--- src/rtl/fp_operand_loader.sv ---
// Assembles four 32-bit words into an IEEE-754 double pair (a, b) for the adder stage.
// Define FP_CLASSIFY_EN to add the registered a_class/b_class outputs.
module fp_operand_loader #(
  parameter int unsigned TIMEOUT_CYCLES = 255
) (
  input  logic        clk,
  input  logic        rst,
  input  logic [31:0] in_data,
  input  logic        in_valid,
  output logic        in_ready,
  output logic [63:0] a,
  output logic [63:0] b,
  output logic        out_valid,
  input  logic        out_ready,
  output logic        err_timeout
`ifdef FP_CLASSIFY_EN
  ,
  output logic [2:0]  a_class,
  output logic [2:0]  b_class
`endif
);

  typedef enum logic [1:0] {IDLE = 2'd0, LOAD = 2'd1, FULL = 2'd2} state_e;

  state_e           state_q;
  logic [1:0]       cnt_q;
  logic [7:0]       idle_q, idle_d;
  logic [2:0][31:0] buf_q;
  logic [63:0]      a_q, b_q, a_d, b_d;
  logic             ov_q, ir_q, err_q;
  logic             accept, timeout, last_word;

  assign accept    = in_valid && ir_q;
  assign last_word = (state_q == LOAD) && accept && (cnt_q == 2'd3);
  assign idle_d    = idle_q + 8'd1;
  // An accepted word wins over an expiring counter.
  assign timeout   = (state_q == LOAD) && !accept && (idle_d == 8'(TIMEOUT_CYCLES));
  // Partial words live in a shadow buffer so a/b only change when a pair completes.
  assign a_d = {buf_q[1], buf_q[0]};
  assign b_d = {in_data, buf_q[2]};

  always_ff @(posedge clk or posedge rst) begin
    if (rst) begin
      state_q <= IDLE;
      cnt_q   <= 2'd0;
      idle_q  <= 8'd0;
      buf_q   <= '0;
      a_q     <= '0;
      b_q     <= '0;
      ov_q    <= 1'b0;
      ir_q    <= 1'b0;
      err_q   <= 1'b0;
    end else begin
      err_q <= 1'b0;
      case (state_q)
        IDLE: begin
          ir_q <= 1'b1;
          if (accept) begin
            buf_q[0] <= in_data;
            cnt_q    <= 2'd1;
            idle_q   <= 8'd0;
            state_q  <= LOAD;
          end
        end
        LOAD: begin
          ir_q <= 1'b1;
          if (accept) begin
            idle_q <= 8'd0;
            if (cnt_q == 2'd3) begin
              a_q     <= a_d;
              b_q     <= b_d;
              ov_q    <= 1'b1;
              ir_q    <= 1'b0;
              cnt_q   <= 2'd0;
              state_q <= FULL;
            end else begin
              buf_q[cnt_q] <= in_data;
              cnt_q        <= cnt_q + 2'd1;
            end
          end else if (timeout) begin
            cnt_q   <= 2'd0;
            idle_q  <= 8'd0;
            err_q   <= 1'b1;
            state_q <= IDLE;
          end else begin
            idle_q <= idle_d;
          end
        end
        FULL: begin
          if (out_ready) begin
            ov_q    <= 1'b0;
            ir_q    <= 1'b1;
            state_q <= IDLE;
          end
        end
        default: begin
          state_q <= IDLE;
          cnt_q   <= 2'd0;
          idle_q  <= 8'd0;
          ov_q    <= 1'b0;
          ir_q    <= 1'b1;
        end
      endcase
    end
  end

  assign in_ready    = ir_q;
  assign a           = a_q;
  assign b           = b_q;
  assign out_valid   = ov_q;
  assign err_timeout = err_q;

`ifdef FP_CLASSIFY_EN
  logic [2:0] ac_q, bc_q;

  // 000 zero, 001 subnormal, 010 normal, 011 inf, 100 qNaN, 101 sNaN
  function automatic logic [2:0] fp_class(input logic [63:0] v);
    logic [10:0] ex;
    logic [51:0] mt;
    ex = v[62:52];
    mt = v[51:0];
    if (ex == 11'd0)        return (mt == '0) ? 3'b000 : 3'b001;
    else if (ex == 11'h7FF) return (mt == '0) ? 3'b011 : (mt[51] ? 3'b100 : 3'b101);
    else                    return 3'b010;
  endfunction

  always_ff @(posedge clk or posedge rst) begin
    if (rst) begin
      ac_q <= 3'b000;
      bc_q <= 3'b000;
    end else if (last_word) begin
      ac_q <= fp_class(a_d);
      bc_q <= fp_class(b_d);
    end
  end

  assign a_class = ac_q;
  assign b_class = bc_q;
`endif

endmodule

--- config.mk ---
export PLATFORM = sky130hd
export DESIGN_NAME = fp_operand_loader
export DESIGN_NICKNAME = d
export VERILOG_FILES = /design/src/rtl/fp_operand_loader.sv
export SDC_FILE = /design/constraint.sdc
export NUM_CORES = 1
export LEC_CHECK = 0
export ABC_AREA = 0
export CAP_MARGIN = 20
export CORE_UTILIZATION = 39
export CTS_CLUSTER_SIZE = 20
export DETAILED_ROUTE_END_ITERATION = 10
export PLACE_DENSITY = 0.72
export SETUP_SLACK_MARGIN = 0.3
export SYNTH_ARGS = -nofsm -noshare
export SYNTH_HDL_FRONTEND = slang
export SYNTH_SLANG_ARGS = --single-unit
--- constraint.sdc ---
create_clock -name clk -period 10 [get_ports clk]
set_clock_uncertainty 0.1 [all_clocks]
set_input_delay 3 -clock clk [delete_from_list [all_inputs] [get_ports clk]]
set_output_delay 3 -clock clk [all_outputs]
set_load 0.005 [all_outputs]
==> metrics.md <==
| Metric | Value |
|---|---|
| Status | finished clean |
| Power density cells | 322 mW/mm^2 |
| Routed Antenna Nets | 0 |
| Combinational share of power | 32.2% |
| Register area share after synthesis | 64.9% |
| Post-CTS sizing | 0 |
| CP Capture Type | flop |
| Net Switching | approximately 0.0010 W |
| Worst Hold Class | reg -> reg |
| EDFF count, synth | 0 |
| CTS clk-pin slew, worst paths | ~0.060 ns |
| H-tree depth | 1 |
| Crit Path Max Fanout | between 70 and 80 |
| Latest clock arrival within the worst-skew pair | between 0.5 and 0.6 ns |
| Die footprint | 0.0243 sq mm |
| Setup CP Type | in -> reg |
| Final setup violation count | 0 |
| Root Buffer | clkbuf_16 |
| Hold path cells | 1 |
| Slew Viols, Final | 0 |
| # rows | 55 |
| Initial DRC Count | between 100 and 150 |
| Initial Utilization | just over 40% |
| GP Congestion | around 0.79 |
| Worst r2r path cells | 4 |
| WL/cell | between 15 and 20 um |
| Number of max-cap violations | 0 |
| Post-synth top flop | dfrtp_1 |
| Dpl ws | between 4 and 5 ns |
| Critical Path AT | ~5.7 ns |
| Reg2reg end | b[57]$_DFFE_PP0P_ |
| CTS Buf Count | 26 |
| Final Hold Vio Count | 0 |
| Final Power | 0.00389 W |
| Vias per cell | approximately 5 |
| Synth Cell Area | slightly above 0.009 sq mm |
| Fmax | 0.185 GHz |
| CTS max path bufs | 3 |
| Synthesized net count | 619 |
| Minimum clock period | roughly 5.4 ns |
| Share of flip-flops with an asynchronous set or reset | between 90% and 100% |
| Fin crit share | 54.0% |
| Layout area overhead | 30.9% |
| Ratio of cells with drive above 1 in the final layout | between 20% and 30% |
| Hold_buf cts | 0 |
| Dpl hpwl | 11,500 um |
| Seq. cell area | 0.00598 sq mm |
| Boundary Pins | 167 |
| GRT Resource Usage Total | 15.4% |
| Switch share | 26.5% |
| Post-CTS Setup Bufs | 0 |
| Chip width | roughly 160 um |
| Total gr overflow | 0 |
| Clock share of power | 24.9% |
| Initial antenna violation count | 0 |
| Ant. Diodes | 0 |
| Static leakage | around 5.2 nW |
| FILL cells | approximately 1,900 |
| CP startpoint kind | input port |
| Drt pass-1 iters | 4 |
| Worst Max-Slew Pin Slew | approximately 1 ns |
| Fin nets | roughly 790 |
| YS warnings | 0 |
| Multi-input logic area | 0.00308 sq mm |
| HP Start | a_d[23]$_DFFE_PP0P_ |
| Cells after synthesis | roughly 580 |
| First-pass GRT wire length | between 20,000 and 30,000 um |
| Max_slew headroom | between 30% and 40% |
| Netlist cell types | 37 |
| R2r setup slk | about 7.1 ns |
| Via count of the first global-routing pass | around 5,600 |
| Largest net degree at the start of global routing | 99 |
| Hold path endpoint | a[23]$_DFFE_PP0P_ |
| Die Y | between 150 and 200 um |
| RSZ-0062 raised after global routing | false |
| Register share of total power | between 40% and 50% |
| Core area | roughly 0.023 sq mm |
| Total Wirelength | around 18,000 um |
| Reg2Reg Launch Point | cnt_q[0]$_DFFE_PP0P_ |
| CTS tree | built |
| Num Clock Sinks | around 240 |
| Setup_tns | 0 ns |
| DRC viols | 0 |
| Post-synthesis register bit count | around 240 |
| Buffers on Ports | ~170 |
| Worst path required time | 10.30 ns |
| Worst VDD drop | ~0.15 mV |
| Syn_area_per_cell | 16.0 sq um |
| Internal power | between 0.002 and 0.003 W |
| Setup ws final | roughly 4.6 ns |
| Vias post-DR | about 5,300 |
==> metrics by stage <==
stage / area, sq um / util (%) / hold WS [ns] / cells
2_1_floorplan: 9220 / - / 0.350 / 577
3_3_place_gp: 11200 / 48.8 / 0.358 / 1036
3_5_place_dp: 11200 / 48.8 / 0.367 / 1036
4_1_cts: 12100 / 52.7 / 0.378 / 1084
5_1_grt: 12100 / 52.7 / 0.397 / 1084
6_report: 12100 / 52.7 / 0.377 / 1084
==> cells in the final DEF (no fill, tap or decap), types with 4 or more instances in the layout <==
cell type	Yosys	final
clkbuf_1	2	10
mux2_1	56	56
a22oi_1	4	4
nand3_1	4	4
mux2_2	168	168
ha_1	6	6
nor2_1	7	7
nand2_1	17	16
clkbuf_16	0	27
dfrtp_1	239	239
o21ai_1	5	5
a21oi_1	5	5
clkdlybuf4s50_1	0	166
buf_4	6	5
inv_1	8	7
==> worst max-delay path by stage <==
stage               depth (start not counted)      from                end
global placement                            6  in_valid  a[56]$_DFFE_PP0P_
detailed placement                          6  in_valid  a[55]$_DFFE_PP0P_
CTS                                         6  in_valid  b[17]$_DFFE_PP0P_
finish                                      6  in_valid  b[57]$_DFFE_PP0P_
floorplan                                   1       rst   a[0]$_DFFE_PP0P_
global route                                6  in_valid  b[57]$_DFFE_PP0P_
==> synthesized netlist by cell type (2+ instances only) <==
cell type / n / area, sq um
inv_1: 8 / 30.0
and2_1: 3 / 18.8
clkbuf_1: 2 / 7.51
buf_2: 17 / 85.1
a22oi_1: 4 / 30.0
o21ai_1: 5 / 25.0
nor2_1: 7 / 26.3
dfrtp_1: 239 / 5980
ha_1: 6 / 75.1
a21oi_1: 5 / 25.0
nand3_1: 4 / 20.0
nand2b_1: 2 / 12.5
buf_4: 6 / 45.0
o21a_1: 3 / 22.5
mux2_1: 56 / 631
o311ai_1: 3 / 26.3
nor3_1: 2 / 10.0
and3_1: 3 / 18.8
nand2_1: 17 / 63.8
mux2_2: 168 / 1890
==> sequential cells by signal (all words and copies together), names as in the netlist <==
register and count:
out_valid 1, state_q 2, b 64, in_ready 1
err_timeout 1, a_d 64, b_d 32, idle_q 8
a 64, cnt_q 2
==> kinds of logic after synthesis <==
kind of cell | count (synthesis) | synth area share, %
DFF | 239 | 64.9
muxes | 224 | 27.4
and+or+nand+nor | 44 | 2.42
buffers and inverters | 33 | 1.82
AOI/OAI and AO/OA | 30 | 2.61
adders and majority gates | 6 | 0.814
xor gates and xnor gates | 1 | 0.0950
==> area by class of cell <==
class / count / area share, %
sequential: 239 / 49.6
multi-input combinational: 305 / 25.6
timing repair buffer: 171 / 14.1
clock buffer: 40 / 6.25
tap: 313 / 3.24
clock inverter: 8 / 1.01
inverter: 8 / 0.311
==> layer usage <==
layer,track usage [%],vias up,share of wire [%]
met3,4.08,31,5.9
met5,0,-,0
met4,3.92,0,2.1
met1,20.2,2729,44
met2,25.5,132,48
li1,-,2406,-
==> power groups by stage <==
stage	combinational, W	clock (W)	sequential (W)
after detailed placement	0.00127	0	0.00169
after CTS	0.00128	0.000994	0.00168
after global routing	0.00136	0.00103	0.00173
after floorplan	0.000619	0	0.00165
after global placement	0.00124	0	0.00167
final	0.00125	0.000968	0.00167
==> worst max-delay path, cell delays in order <==
cell             delay, ns
clkdlybuf4s50_1       0.46
nand2_1               0.18
nor2_1                0.11
nand2_4               0.60
buf_4                 0.89
mux2_2                0.42
No activity file was read; power rests on OpenSTA's default activity.
